[src/rtl/user_wb_pkg.sv]
// Shared types and constants for the two-master Wishbone arbiter in front of
// the user_proj_timer slave.
package user_wb_pkg;

  typedef enum logic [1:0] {
    IDLE  = 2'd0,
    OWN   = 2'd1,
    DRAIN = 2'd2
  } state_e;

  localparam int M_MGMT      = 0;
  localparam int M_LA        = 1;
  localparam int DEF_TIMEOUT = 255;

  function automatic logic [1:0] onehot2(input logic idx);
    return idx ? 2'b10 : 2'b01;
  endfunction

endpackage

[src/rtl/user_wb_arbiter_if.sv]
// Bus bundle between the two Wishbone masters, the arbiter and the timer slave.
// The slave modport is the arbiter's view; the master modport is its environment.
interface user_wb_arbiter_if #(
  parameter int AW = 32,
  parameter int DW = 32
);
  localparam int SW = DW / 8;

  logic [1:0]      m_cyc_i;
  logic [1:0]      m_stb_i;
  logic [1:0]      m_we_i;
  logic [2*SW-1:0] m_sel_i;
  logic [2*AW-1:0] m_adr_i;
  logic [2*DW-1:0] m_dat_i;
  logic [1:0]      m_ack_o;
  logic [1:0]      m_err_o;
  logic [DW-1:0]   m_dat_o;
  logic            s_cyc_o;
  logic            s_stb_o;
  logic            s_we_o;
  logic [SW-1:0]   s_sel_o;
  logic [AW-1:0]   s_adr_o;
  logic [DW-1:0]   s_dat_o;
  logic            s_ack_i;
  logic [DW-1:0]   s_dat_i;
  logic [1:0]      gnt_o;
  logic            to_irq_o;

  modport slave (
    input  m_cyc_i, m_stb_i, m_we_i, m_sel_i, m_adr_i, m_dat_i, s_ack_i, s_dat_i,
    output m_ack_o, m_err_o, m_dat_o, s_cyc_o, s_stb_o, s_we_o, s_sel_o, s_adr_o,
           s_dat_o, gnt_o, to_irq_o
  );

  modport master (
    output m_cyc_i, m_stb_i, m_we_i, m_sel_i, m_adr_i, m_dat_i, s_ack_i, s_dat_i,
    input  m_ack_o, m_err_o, m_dat_o, s_cyc_o, s_stb_o, s_we_o, s_sel_o, s_adr_o,
           s_dat_o, gnt_o, to_irq_o
  );

endinterface

[src/rtl/user_wb_rr_pick.sv]
// Two-input round-robin picker: on a tie the master that did not own last wins.
module user_wb_rr_pick (
  input  logic [1:0] req_i,
  input  logic       last_i,
  output logic [1:0] gnt_o
);

  always_comb begin
    gnt_o = 2'b00;
    if (req_i[0] && (!req_i[1] || last_i)) begin
      gnt_o = 2'b01;
    end else if (req_i[1]) begin
      gnt_o = 2'b10;
    end
  end

endmodule

[src/rtl/user_wb_arbiter.sv]
// Two-master Wishbone arbiter: round-robin grant held for a whole CYC, with a
// stall watchdog that aborts the transfer via ERR and an interrupt pulse.
module user_wb_arbiter
  import user_wb_pkg::*;
#(
  parameter int AW      = 32,
  parameter int DW      = 32,
  parameter int TIMEOUT = DEF_TIMEOUT
) (
  input  logic              wb_clk_i,
  input  logic              wb_rst_ni,
  user_wb_arbiter_if.slave  bus
);

  localparam int SW  = DW / 8;
  localparam int WDW = (TIMEOUT > 0) ? $clog2(TIMEOUT + 1) : 1;

  state_e         state_q, state_d;
  logic           own_q, own_d;
  logic           last_q, last_d;
  logic [WDW-1:0] wd_q, wd_d;
  logic [1:0]     req;
  logic [1:0]     pick;
  logic           own_cyc;
  logic           own_stb_raw;
  logic           timeout;

  assign req = bus.m_cyc_i & bus.m_stb_i;

  user_wb_rr_pick u_pick (
    .req_i  (req),
    .last_i (last_q),
    .gnt_o  (pick)
  );

  // Everything toward the slave keys off the registered owner only.
  assign own_cyc     = (state_q == OWN) && bus.m_cyc_i[own_q];
  assign own_stb_raw = own_cyc && bus.m_stb_i[own_q];

  generate
    if (TIMEOUT > 0) begin : g_wd
      // An ACK in the expiry cycle still completes the transfer normally.
      assign timeout = own_stb_raw && !bus.s_ack_i && (wd_q == WDW'(TIMEOUT));
      always_comb begin
        wd_d = '0;
        if (own_stb_raw && !bus.s_ack_i && !timeout) begin
          wd_d = wd_q + WDW'(1);
        end
      end
    end else begin : g_no_wd
      assign timeout = 1'b0;
      assign wd_d    = '0;
    end
  endgenerate

  always_comb begin
    state_d = state_q;
    own_d   = own_q;
    last_d  = last_q;
    unique case (state_q)
      IDLE: begin
        if (|req) begin
          state_d = OWN;
          own_d   = pick[1];
        end
      end
      OWN: begin
        if (!bus.m_cyc_i[own_q]) begin
          state_d = IDLE;
          last_d  = own_q;
        end else if (timeout) begin
          state_d = DRAIN;
        end
      end
      DRAIN: begin
        if (!bus.m_cyc_i[own_q]) begin
          state_d = IDLE;
          last_d  = own_q;
        end
      end
      default: state_d = IDLE;
    endcase
  end

  always_comb begin
    bus.s_cyc_o        = own_cyc && !timeout;
    bus.s_stb_o        = own_stb_raw && !timeout;
    bus.s_we_o         = 1'b0;
    bus.s_sel_o        = '0;
    bus.s_adr_o        = '0;
    bus.s_dat_o        = '0;
    bus.m_ack_o        = 2'b00;
    bus.m_err_o        = 2'b00;
    bus.m_dat_o        = '0;
    bus.gnt_o          = 2'b00;
    bus.to_irq_o       = timeout;
    bus.m_ack_o[own_q] = own_cyc && bus.s_ack_i;
    bus.m_err_o[own_q] = timeout;
    if (state_q == OWN) begin
      bus.s_we_o  = bus.m_we_i[own_q];
      bus.s_sel_o = own_q ? bus.m_sel_i[2*SW-1:SW] : bus.m_sel_i[SW-1:0];
      bus.s_adr_o = own_q ? bus.m_adr_i[2*AW-1:AW] : bus.m_adr_i[AW-1:0];
      bus.s_dat_o = own_q ? bus.m_dat_i[2*DW-1:DW] : bus.m_dat_i[DW-1:0];
      bus.m_dat_o = bus.s_dat_i;
    end
    if (state_q != IDLE) begin
      bus.gnt_o = onehot2(own_q);
    end
  end

  // last_q resets to the LA master so the management bus wins the first tie.
  always_ff @(posedge wb_clk_i or negedge wb_rst_ni) begin
    if (!wb_rst_ni) begin
      state_q <= IDLE;
      own_q   <= 1'b0;
      last_q  <= 1'b1;
      wd_q    <= '0;
    end else begin
      state_q <= state_d;
      own_q   <= own_d;
      last_q  <= last_d;
      wd_q    <= wd_d;
    end
  end

endmodule

[src/flat_wrapper.sv]
// flat-port wrapper written by rule: the top's interface ports become plain ports
module user_wb_arbiter_flat import user_wb_pkg::*;
#(
  parameter int AW      = 32,
  parameter int DW      = 32,
  parameter int TIMEOUT = DEF_TIMEOUT
)
  (wb_clk_i, wb_rst_ni, bus_m_cyc_i, bus_m_stb_i, bus_m_we_i, bus_m_sel_i, bus_m_adr_i, bus_m_dat_i, bus_s_ack_i, bus_s_dat_i, bus_m_ack_o, bus_m_err_o, bus_m_dat_o, bus_s_cyc_o, bus_s_stb_o, bus_s_we_o, bus_s_sel_o, bus_s_adr_o, bus_s_dat_o, bus_gnt_o, bus_to_irq_o);
  user_wb_arbiter_if #(.AW(AW), .DW(DW)) bus_i ();
  input  logic wb_clk_i;
  input  logic wb_rst_ni;
  input wire logic [$bits(bus_i.m_cyc_i)-1:0] bus_m_cyc_i;
  input wire logic [$bits(bus_i.m_stb_i)-1:0] bus_m_stb_i;
  input wire logic [$bits(bus_i.m_we_i)-1:0] bus_m_we_i;
  input wire logic [$bits(bus_i.m_sel_i)-1:0] bus_m_sel_i;
  input wire logic [$bits(bus_i.m_adr_i)-1:0] bus_m_adr_i;
  input wire logic [$bits(bus_i.m_dat_i)-1:0] bus_m_dat_i;
  input wire logic [$bits(bus_i.s_ack_i)-1:0] bus_s_ack_i;
  input wire logic [$bits(bus_i.s_dat_i)-1:0] bus_s_dat_i;
  output wire logic [$bits(bus_i.m_ack_o)-1:0] bus_m_ack_o;
  output wire logic [$bits(bus_i.m_err_o)-1:0] bus_m_err_o;
  output wire logic [$bits(bus_i.m_dat_o)-1:0] bus_m_dat_o;
  output wire logic [$bits(bus_i.s_cyc_o)-1:0] bus_s_cyc_o;
  output wire logic [$bits(bus_i.s_stb_o)-1:0] bus_s_stb_o;
  output wire logic [$bits(bus_i.s_we_o)-1:0] bus_s_we_o;
  output wire logic [$bits(bus_i.s_sel_o)-1:0] bus_s_sel_o;
  output wire logic [$bits(bus_i.s_adr_o)-1:0] bus_s_adr_o;
  output wire logic [$bits(bus_i.s_dat_o)-1:0] bus_s_dat_o;
  output wire logic [$bits(bus_i.gnt_o)-1:0] bus_gnt_o;
  output wire logic [$bits(bus_i.to_irq_o)-1:0] bus_to_irq_o;
  assign bus_i.m_cyc_i = bus_m_cyc_i;
  assign bus_i.m_stb_i = bus_m_stb_i;
  assign bus_i.m_we_i = bus_m_we_i;
  assign bus_i.m_sel_i = bus_m_sel_i;
  assign bus_i.m_adr_i = bus_m_adr_i;
  assign bus_i.m_dat_i = bus_m_dat_i;
  assign bus_i.s_ack_i = bus_s_ack_i;
  assign bus_i.s_dat_i = bus_s_dat_i;
  assign bus_m_ack_o = bus_i.m_ack_o;
  assign bus_m_err_o = bus_i.m_err_o;
  assign bus_m_dat_o = bus_i.m_dat_o;
  assign bus_s_cyc_o = bus_i.s_cyc_o;
  assign bus_s_stb_o = bus_i.s_stb_o;
  assign bus_s_we_o = bus_i.s_we_o;
  assign bus_s_sel_o = bus_i.s_sel_o;
  assign bus_s_adr_o = bus_i.s_adr_o;
  assign bus_s_dat_o = bus_i.s_dat_o;
  assign bus_gnt_o = bus_i.gnt_o;
  assign bus_to_irq_o = bus_i.to_irq_o;
  user_wb_arbiter #(.AW(AW), .DW(DW), .TIMEOUT(TIMEOUT)) u_core (.wb_clk_i(wb_clk_i), .wb_rst_ni(wb_rst_ni), .bus(bus_i));
endmodule
[config.mk]
export PLATFORM = sky130hd
export DESIGN_NAME = user_wb_arbiter_flat
export DESIGN_NICKNAME = d
export VERILOG_FILES = /design/src/rtl/user_wb_pkg.sv /design/src/rtl/user_wb_arbiter_if.sv /design/src/rtl/user_wb_rr_pick.sv /design/src/rtl/user_wb_arbiter.sv /design/src/flat_wrapper.sv
export SDC_FILE = /design/constraint.sdc
export NUM_CORES = 1
export LEC_CHECK = 0
export CORE_AREA = 2 2 112 114
export CTS_CLUSTER_DIAMETER = 50
export DETAILED_ROUTE_END_ITERATION = 7
export DIE_AREA = 0 0 114 116
export PLACE_DENSITY = 0.72
export SYNTH_ARGS = -nofsm -noshare
export SYNTH_HDL_FRONTEND = slang
export SYNTH_HIERARCHICAL = 1
export SYNTH_SLANG_ARGS = --single-unit
[constraint.sdc]
create_clock -name wb_clk_i -period 1.85 [get_ports wb_clk_i]
set_input_delay 0.4625 -clock wb_clk_i [delete_from_list [all_inputs] [get_ports wb_clk_i]]
set_output_delay 0.4625 -clock wb_clk_i [all_outputs]
set_load 0.01 [all_outputs]
==> results of run 1 <==
cell type report:
class | count | area [um2]
inverter | 4 | 15.0
fill | 1040 | 5290
clock buffer | 4 | 88.8
tap | 147 | 184
timing repair buffer | 366 | 3770
multi-input combinational | 226 | 2260
sequential | 12 | 305
where the power goes:
part | switching [uW] | total (uW) | leakage, uW | internal, uW
clock network | 119 | 446 | 0.0000442 | 327
registers | 51.5 | 372 | 0.000158 | 320
logic | 2870 | 7580 | 0.00270 | 4700
total | 3050 | 8400 | 0.00291 | 5350
final timing paths:
kind	start	slack, ns	end
max in group asynchronous	wb_rst_ni	0.83	u_core/own_q$_DFFE_PN0P_
hold / removal	u_core/last_q$_DFFE_PN1P_	0.54	u_core/last_q$_DFFE_PN1P_
min in group asynchronous	wb_rst_ni	0.59	u_core/state_q[1]$_DFFE_PN0P_
setup / recovery	u_core/own_q$_DFFE_PN0P_	-0.30	bus_m_err_o[1]
setup reg to reg	u_core/own_q$_DFFE_PN0P_	0.03	u_core/state_q[0]$_DFFE_PN0P_
hold reg to reg	u_core/last_q$_DFFE_PN1P_	0.54	u_core/last_q$_DFFE_PN1P_
per-layer routing:
metal | vias to the layer above | wire length [um] | GRT usage
met4 | 0 | 210 | 0.0309
met5 | - | 0 | 0
li1 | 1581 | - | -
met1 | 1554 | 4630 | 0.191
met2 | 167 | 7290 | 0.345
met3 | 17 | 1130 | 0.0371
through the flow:
step	TNS [ns]	hold slack (ns)	setup slack, ns
after floorplan	0	0.167	0.0275
after global placement	-33.30	0.515	-0.783
after detailed placement	-35.81	0.536	-0.814
after CTS	-14.05	0.541	-0.278
after global routing	-22.82	0.570	-0.351
final	-17.96	0.538	-0.303
critical path, cell delays in order (launching register included):
cell and delay, ns:
dfrtp_4 0.52, buf_6 0.14, mux2_4 0.34, nand4bb_4 0.13, nor2_2 0.05, and2_1 0.13
buf_2 0.13
registers in the layout, indices dropped and copies added, names as in the netlist:
name,count
u_core/own_q,1
u_core/state_q,2
u_core/last_q,1
u_core/wd_q,8
layout by cell type (no fill, tap or decap), types with 2 or more instances in the layout:
cell,instances
nor2b_2,7
dfrtp_1,10
buf_6,69
buf_4,32
mux2i_2,4
dlymetal6s2s_1,2
buf_16,10
buf_8,7
mux2i_4,15
nand4_1,2
dlygate4sd2_1,3
buf_12,15
and2_4,31
clkbuf_16,4
and4_1,2
clkdlybuf4s50_1,171
nand3_1,4
mux2_4,2
inv_1,3
mux2i_1,51
nor2b_1,43
nor2b_4,21
nor2_1,11
xor2_1,5
a22oi_1,2
ha_4,2
a21oi_1,2
buf_2,56
nor3_2,2
ha_1,2
and2_1,4
nand2b_1,2
timing repair:
action | 4_1_cts | 5_1_grt
hold endpoints to repair | 0 | 0
gates cloned | 13 | 1
setup endpoints to repair | 111 | 111
resized for setup | 552 | 113
buffers inserted | 25 | 18
pin swaps | 23 | 20
==> flow_metrics.env, run 1 <==
export IMPL_status="finished, violations left"
export IMPL_violations="negative setup slack"
export IMPL_drt_initial_drc_count=85
export IMPL_min_period_ns=2.15
export IMPL_h_tree_depth=1
export IMPL_synth_net_count=443
export IMPL_drive_gt1_frac=0.472
export IMPL_ir_drop_v=0.000721
export IMPL_vias=3319
export IMPL_fmax_mhz=464
export IMPL_grt_use_total=0.174
export IMPL_dp_hpwl_mm=8.96
export IMPL_utilization=0.556
export IMPL_syn_area_per_cell_um2=8.16
export IMPL_finalCritPeriodShare=1.16
export IMPL_worst_hold_path_type="reg2reg"
export IMPL_skew_ns=0.00106
export IMPL_die_h_um=116
export IMPL_clk_path_buf_depth=2
export IMPL_critical_path_class="reg2out"
export IMPL_start_util=0.180
export IMPL_grt_pass1_wl_mm=18.1
export IMPL_powerDensity_nw_per_um2=1270
export IMPL_crit_path_start_kind="flop"
export IMPL_antenna_left=0
export IMPL_arrival_ns=1.69
export IMPL_drt_drc_violations_left=0
export IMPL_dp_cells=707
export IMPL_routedWlPerCell_um=17.5
export IMPL_final_max_slew_violation_count=0
export IMPL_grt_pass1_vias=3340
export IMPL_syn_to_final_growth_pct=210
export IMPL_nets=794
export IMPL_grt_max_degree=17
export IMPL_fin_ws_ns=-0.303
export IMPL_clk_pin_slew_ns=0.04
export IMPL_final_area_um2=6620
export IMPL_synth_area_um2=2140
export IMPL_routed_via_density=4.37
export IMPL_pin_count=287
export IMPL_cts_buffers=3
export IMPL_worstRegToRegCells=6
export IMPL_rsz0062_at_grt="true"
export IMPL_core_um2=11900
export IMPL_rows=40
export IMPL_ctsHoldBuffers=0
export IMPL_worstHoldPathCells=2
export IMPL_relSlewSlack=0.616
export IMPL_placed_area_um2=5390
export IMPL_root_buffer="clkbuf_16"
export IMPL_yosys_warnings=6
export IMPL_cap_viol_max_count=0
export IMPL_clk_latency_ns=0.24
export IMPL_leakagePower_uw=0.00291
export IMPL_place_gp_congestion=0.762
export IMPL_p_total_uw=8400
export IMPL_cp_max_fo=4
export IMPL_antenna_found_initial=0
export IMPL_final_instance_count_excl_fill=759
export IMPL_finalWirelength_mm=13.3
export IMPL_endpoint_kind="output port"
export IMPL_setup_viol=108
export IMPL_dieWidth_um=114
export IMPL_diodes=0
export IMPL_grt_ovfl_total=0
export IMPL_hold_viol=0
export IMPL_tightest_slew_ns=0.574
export IMPL_synthCells=262
export IMPL_critPathRequiredTime_ns=1.39
export IMPL_die_area_um2=13200
export IMPL_first_pass_iters=4
export IMPL_io_buffers=286
export IMPL_cts_tree="yes"
export IMPL_clkSinkCount=12
Note: power is estimated with default switching activity, not from simulation.
==> run 2, diff against run 1 <==
- PLACE_DENSITY: 0.72 -> not set
==> run 2 against run 1 <==
- via count decreased by 5.1%
- the flow still finishes with violations (negative setup slack)
- clock-buffer cell count unchanged
- die area unchanged
- clock power decreased by 2%
- sequential share of layout area increased by 0.37 points
- first-iteration DRC count decreased by 15%
- wire length increased by 4.7%
- flip-flop and latch count unchanged
- critical endpoint is now bus_s_dat_o[10]
- largest cell class unchanged
- critical path type unchanged
- register-to-register slack got worse by 0.02 ns
==> flow_metrics.env, run 2 (same netlist as run 1, synthesis figures left out) <==
export IMPL_vias=3150
export IMPL_min_period_ns=2.06
export IMPL_grt_pass1_wl_mm=19.1
export IMPL_r2r_start="u_core/state_q[1]$_DFFE_PN0P_"
export IMPL_first_pass_iters=6
export IMPL_leakagePower_uw=0.00273
export IMPL_critPathRequiredTime_ns=1.39
export IMPL_critical_path_class="reg2out"
export IMPL_root_buffer="clkbuf_16"
export IMPL_tightest_slew_ns=0.549
export IMPL_crit_path_start_kind="flop"
export IMPL_core_um2=11900
export IMPL_final_instance_count_excl_fill=741
export IMPL_drt_drc_violations_left=0
export IMPL_rows=40
export IMPL_arrival_ns=1.60
export IMPL_rr_endpoint="u_core/wd_q[2]$_DFF_PN0_"
export IMPL_startpoint="u_core/own_q$_DFFE_PN0P_"
export IMPL_clk_latency_ns=0.24
export IMPL_fin_ws_ns=-0.208
export IMPL_dieWidth_um=114
export IMPL_clk_pin_slew_ns=0.04
export IMPL_most_common_layout_cells="clkdlybuf4s50_1, buf_2, mux2i_1, nor2b_1, buf_6"
export IMPL_antenna_left=0
export IMPL_routedWlPerCell_um=18.7
export IMPL_holdWs_ns=0.529
export IMPL_seq_area_um2=305
export IMPL_comb_power_share=0.892
export IMPL_clk_path_buf_depth=2
export IMPL_final_max_slew_violation_count=0
export IMPL_largest_register="u_core/wd_q"
export IMPL_reg_top3="u_core/wd_q (8), u_core/state_q (2)"
export IMPL_p_switching_uw=2820
export IMPL_ctsHoldBuffers=0
export IMPL_seq_power_share=0.050
export IMPL_pwr_share_clk=0.058
export IMPL_largest_reg_flops=8
export IMPL_routed_via_density=4.25
export IMPL_cap_viol_max_count=0
export IMPL_h_tree_depth=1
export IMPL_cpPeakStageDelay_ns=0.52
export IMPL_reg2reg_slack_ns=0.01
export IMPL_ir_drop_v=0.000570
export IMPL_antenna_found_initial=0
export IMPL_drt_initial_drc_count=72
export IMPL_crit_chain="buf_12 > buf_12 > buf_16 > mux2i_1 > nor2b_1 > buf_2"
export IMPL_endpoint_kind="output port"
export IMPL_clkSinkCount=12
export IMPL_grt_use_total=0.189
export IMPL_crit_top_cell="buf_12"
export IMPL_start_util=0.180
export IMPL_crit_path_end="bus_s_dat_o[10]"
export IMPL_finalCritPeriodShare=1.11
export IMPL_pre_cts_ws_ns=-0.795
export IMPL_relSlewSlack=0.633
export IMPL_multiInputGateArea_um2=1990
export IMPL_worst_hold_path_type="reg2reg"
export IMPL_worstRegToRegCells=10
export IMPL_dp_hpwl_mm=9.93
export IMPL_intPower_uw=4700
export IMPL_status="finished, violations left"
export IMPL_p_total_uw=7520
export IMPL_skew_ns=0.00197
export IMPL_grt_pass1_vias=3273
export IMPL_finalWirelength_mm=13.9
export IMPL_die_area_um2=13200
export IMPL_cts_tree="yes"
export IMPL_fmax_mhz=486
export IMPL_worstHoldPathCells=2
export IMPL_cp_depth=6
export IMPL_diodes=0
export IMPL_powerDensity_nw_per_um2=1230
export IMPL_cp_max_fo=9
export IMPL_grt_max_degree=15
export IMPL_cp_slowest_cell="dfrtp_4"
export IMPL_final_common_cell="clkdlybuf4s50_1"
export IMPL_syn_to_final_growth_pct=186
export IMPL_dp_cells=703
export IMPL_die_h_um=116
export IMPL_violations="negative setup slack"
export IMPL_setup_viol=105
export IMPL_hold_viol=0
export IMPL_grt_ovfl_total=0
export IMPL_io_buffers=286
export IMPL_cts_buffers=3
export IMPL_rsz0062_at_grt="true"
export IMPL_nets=776
export IMPL_pin_count=287
export IMPL_swShare=0.375
export IMPL_fill_cells=1115
export IMPL_drive_gt1_frac=0.416
export IMPL_place_gp_congestion=0.835
export IMPL_path_buf_inv=4
export IMPL_cp_top_family="buffers and inverters"
-- run 2: cell count changes in the layout (fill, tap and decap cells not counted), moves of 4 or more --
| cell | before | now |
|---|---|---|
| nor2b_2 | 7 | 11 |
| buf_12 | 15 | 9 |
| nor2b_1 | 43 | 58 |
| mux2i_4 | 15 | 3 |
| mux2i_1 | 51 | 62 |
| buf_16 | 10 | 18 |
| buf_6 | 69 | 44 |
| buf_2 | 56 | 69 |
| buf_8 | 7 | 2 |
| buf_4 | 32 | 28 |
| nor2b_4 | 21 | 2 |
-- run 2: layer usage --
layer | routed length, um | global-route usage | vias to the layer above
li1 | - | - | 1551
met1 | 5180 | 0.215 | 1443
met2 | 7430 | 0.360 | 146
met3 | 1130 | 0.0460 | 10
met4 | 153 | 0.0317 | 0
met5 | 0 | 0 | -
-- run 2: through the flow --
stage	utilization	setup TNS [ns]	instance area (um2)
floorplan	-	0	2140
global placement	0.451	-33.23	5370
detailed placement	0.451	-34.71	5370
CTS	0.493	-14.80	5880
global route	0.514	-18.74	6130
finish	0.514	-12.37	6130
-- run 2: power by group through the flow --
stage | Clock (uW) | Combinational, uW | Sequential (uW)
3_5_place_dp | 0 | 4800 | 363
2_1_floorplan | 0 | 2240 | 338
3_3_place_gp | 0 | 4770 | 359
4_1_cts | 443 | 6380 | 377
6_report | 438 | 6710 | 373
5_1_grt | 460 | 7110 | 377
-- run 2: final cells by class --
class | count | area share
tap | 147 | 0.0300
timing repair buffer | 348 | 0.579
clock buffer | 4 | 0.0145
inverter | 4 | 0.00245
multi-input combinational | 226 | 0.324
sequential | 12 | 0.0498
-- run 2: tightest hold or removal path: cells and delay by family (launching register included) --
family | cells | cell delay (ns)
flip-flops | 1 | 0.37
AO/OA/AOI/OAI | 1 | 0.10
AND/OR/NAND/NOR | 1 | 0.05
-- run 2: worst min path at each step --
stage                     slack [ns]                        end                      start
after global placement          0.52  u_core/last_q$_DFFE_PN1P_  u_core/last_q$_DFFE_PN1P_
after floorplan                 0.17   u_core/own_q$_DFFE_PN0P_                  wb_rst_ni
after CTS                       0.53  u_core/last_q$_DFFE_PN1P_  u_core/last_q$_DFFE_PN1P_
final                           0.53  u_core/last_q$_DFFE_PN1P_  u_core/last_q$_DFFE_PN1P_
after global routing            0.55  u_core/last_q$_DFFE_PN1P_  u_core/last_q$_DFFE_PN1P_
after detailed placement        0.52  u_core/last_q$_DFFE_PN1P_  u_core/last_q$_DFFE_PN1P_
-- run 2: what timing repair did --
action,in CTS,in global routing
gates cloned,18,1
pin swaps,23,18
endpoints found under the setup margin,111,111
setup buffers,11,7
resized for setup,525,71
endpoints found under the hold margin,0,0
==> run 3, diff against run 2 <==
- REMOVE_ABC_BUFFERS: not set -> 1
==> run 3 against run 2 <==
- the flow still finishes with violations (negative setup slack)
- critical path depth grew 2
- flip-flop and latch count unchanged
- final cell count grew 3.2%
- highest routed layer unchanged
==> flow_metrics.env, run 3 (same netlist as run 1, synthesis figures left out) <==
export IMPL_finalWirelength_mm=14.8
export IMPL_cts_buffers=3
export IMPL_h_tree_depth=1
export IMPL_nets=800
export IMPL_io_buffers=286
export IMPL_routedWlPerCell_um=19.3
export IMPL_largest_reg_flops=8
export IMPL_maxUsedRoutingLayer="met4"
export IMPL_fill_cells=1020
export IMPL_hold_path_end="u_core/last_q$_DFFE_PN1P_"
export IMPL_worstHoldPathCells=2
export IMPL_arrival_ns=1.65
export IMPL_worstRegToRegCells=10
export IMPL_most_common_layout_cells="clkdlybuf4s50_1, buf_6, buf_2, mux2i_1, nor2b_1"
export IMPL_rr_endpoint="u_core/state_q[0]$_DFFE_PN0P_"
export IMPL_cap_viol_max_count=0
export IMPL_drt_initial_drc_count=94
export IMPL_dr_wl_met2_mm=8.25
export IMPL_root_buffer="clkbuf_16"
export IMPL_leakagePower_uw=0.00300
export IMPL_setup_viol=110
export IMPL_start_util=0.180
export IMPL_grt_max_degree=15
export IMPL_die_h_um=116
export IMPL_finalCritPeriodShare=1.14
export IMPL_routed_via_density=4.32
export IMPL_die_area_um2=13200
export IMPL_pre_cts_ws_ns=-0.782
export IMPL_clk_pin_slew_ns=0.04
export IMPL_wl_met1_mm=5.32
export IMPL_worst_hold_path_type="reg2reg"
export IMPL_endpoint_kind="output port"
export IMPL_met3_length_um=962
export IMPL_tightest_slew_ns=0.546
export IMPL_syn_to_final_growth_pct=224
export IMPL_dieWidth_um=114
export IMPL_drt_drc_violations_left=0
export IMPL_grt_pass1_vias=3458
export IMPL_clkSinkCount=12
export IMPL_diodes=0
export IMPL_r2r_start="u_core/state_q[0]$_DFFE_PN0P_"
export IMPL_grt_pass1_wl_mm=19.9
export IMPL_grt_use_total=0.196
export IMPL_pin_count=287
export IMPL_reg2reg_slack_ns=-0.04
export IMPL_powerDensity_nw_per_um2=1300
export IMPL_dp_hpwl_mm=10.1
export IMPL_clk_path_buf_depth=2
export IMPL_dp_cells=707
export IMPL_antenna_left=0
export IMPL_reg_top3="u_core/wd_q (8), u_core/state_q (2)"
export IMPL_critPathRequiredTime_ns=1.39
export IMPL_largest_register="u_core/wd_q"
export IMPL_min_period_ns=2.11
export IMPL_place_gp_congestion=0.764
export IMPL_first_pass_iters=4
export IMPL_rows=40
export IMPL_worstHoldStart="u_core/last_q$_DFFE_PN1P_"
export IMPL_rsz0062_at_grt="true"
export IMPL_cts_tree="yes"
export IMPL_p_total_uw=8990
export IMPL_status="finished, violations left"
export IMPL_critical_path_class="reg2out"
export IMPL_hold_viol=0
export IMPL_final_max_slew_violation_count=0
export IMPL_ir_drop_v=0.000637
export IMPL_drive_gt1_frac=0.510
export IMPL_relSlewSlack=0.635
export IMPL_final_instance_count_excl_fill=765
export IMPL_antenna_found_initial=0
export IMPL_crit_path_start_kind="flop"
export IMPL_grt_ovfl_total=0
export IMPL_core_um2=11900
export IMPL_skew_ns=0.00611
export IMPL_vias=3302
export IMPL_fmax_mhz=474
export IMPL_violations="negative setup slack"
export IMPL_clk_latency_ns=0.24
export IMPL_ctsHoldBuffers=0
export IMPL_fin_ws_ns=-0.259
export IMPL_final_common_cell="clkdlybuf4s50_1"
export IMPL_cp_max_fo=5
## run 3: cell types whose count changed in the layout (fill, tap and decap cells not counted), moves of 5 or more
cell,delta
mux2i_1,-21
buf_16,-9
buf_2,-22
buf_4,-5
nor2b_2,-7
nor2b_4,+30
nor2b_1,-23
buf_6,+49
mux2i_2,+6
mux2i_4,+15
## run 3: cell type report
class                           instances  area [um2]  area share
Sequential cell                        12         305      0.0441
Inverter                                4        17.5     0.00253
Timing Repair Buffer                  372        3940       0.569
Clock buffer                            4        78.8      0.0114
Multi-Input combinational cell        226        2400       0.347
Tap cell                              147         184      0.0266
## run 3: through the flow
| stage | hold slack (ns) | util | TNS, ns | area (um2) |
|---|---|---|---|---|
| after floorplan | 0.167 | - | -163.78 | 2040 |
| after global placement | 0.523 | 0.453 | -33.01 | 5400 |
| after detailed placement | 0.525 | 0.453 | -34.34 | 5400 |
| after CTS | 0.531 | 0.516 | -16.01 | 6150 |
| after global routing | 0.571 | 0.581 | -21.14 | 6930 |
| final | 0.530 | 0.581 | -15.94 | 6930 |
## run 3: routing by layer
metal	global-route usage	up-vias
li1	-	1600
met1	0.223	1573
met2	0.377	115
met3	0.0471	14
met4	0.0341	0
met5	0	-
## run 3: worst max-delay path by stage
stage                                        startpoint        endpoint  slack (ns)  depth (start not counted)
after floorplan                u_core/own_q$_DFFE_PN0P_  bus_m_err_o[1]       -2.46                          4
after global placement                   bus_m_stb_i[1]  bus_m_err_o[1]       -0.78                          6
after detailed placement                 bus_m_stb_i[1]  bus_m_err_o[1]       -0.78                          6
after CTS                      u_core/own_q$_DFFE_PN0P_     bus_s_cyc_o       -0.30                          5
after global routing      u_core/state_q[1]$_DFFE_PN0P_  bus_s_sel_o[0]       -0.32                          8
final                     u_core/state_q[1]$_DFFE_PN0P_  bus_s_sel_o[0]       -0.26                          8
## run 3: what timing repair did
action,in CTS,in global routing
setup endpoints to repair,110,111
cloned,13,5
setup buffers,24,20
resized for setup,542,183
pin swaps,17,26
hold endpoints to repair,0,0
## run 3: power breakdown
part	switching [uW]	internal, uW	total (uW)
clock network	114	290	404
registers	66.7	320	387
logic	3100	5110	8200
## run 3: worst max-delay path, cell delays in order, from the launching register on
cell and delay, ns:
dfrtp_1 0.39, inv_2 0.09, ha_4 0.18, buf_6 0.12
buf_12 0.13, buf_16 0.13, buf_6 0.10, nor2b_1 0.12
buf_2 0.14
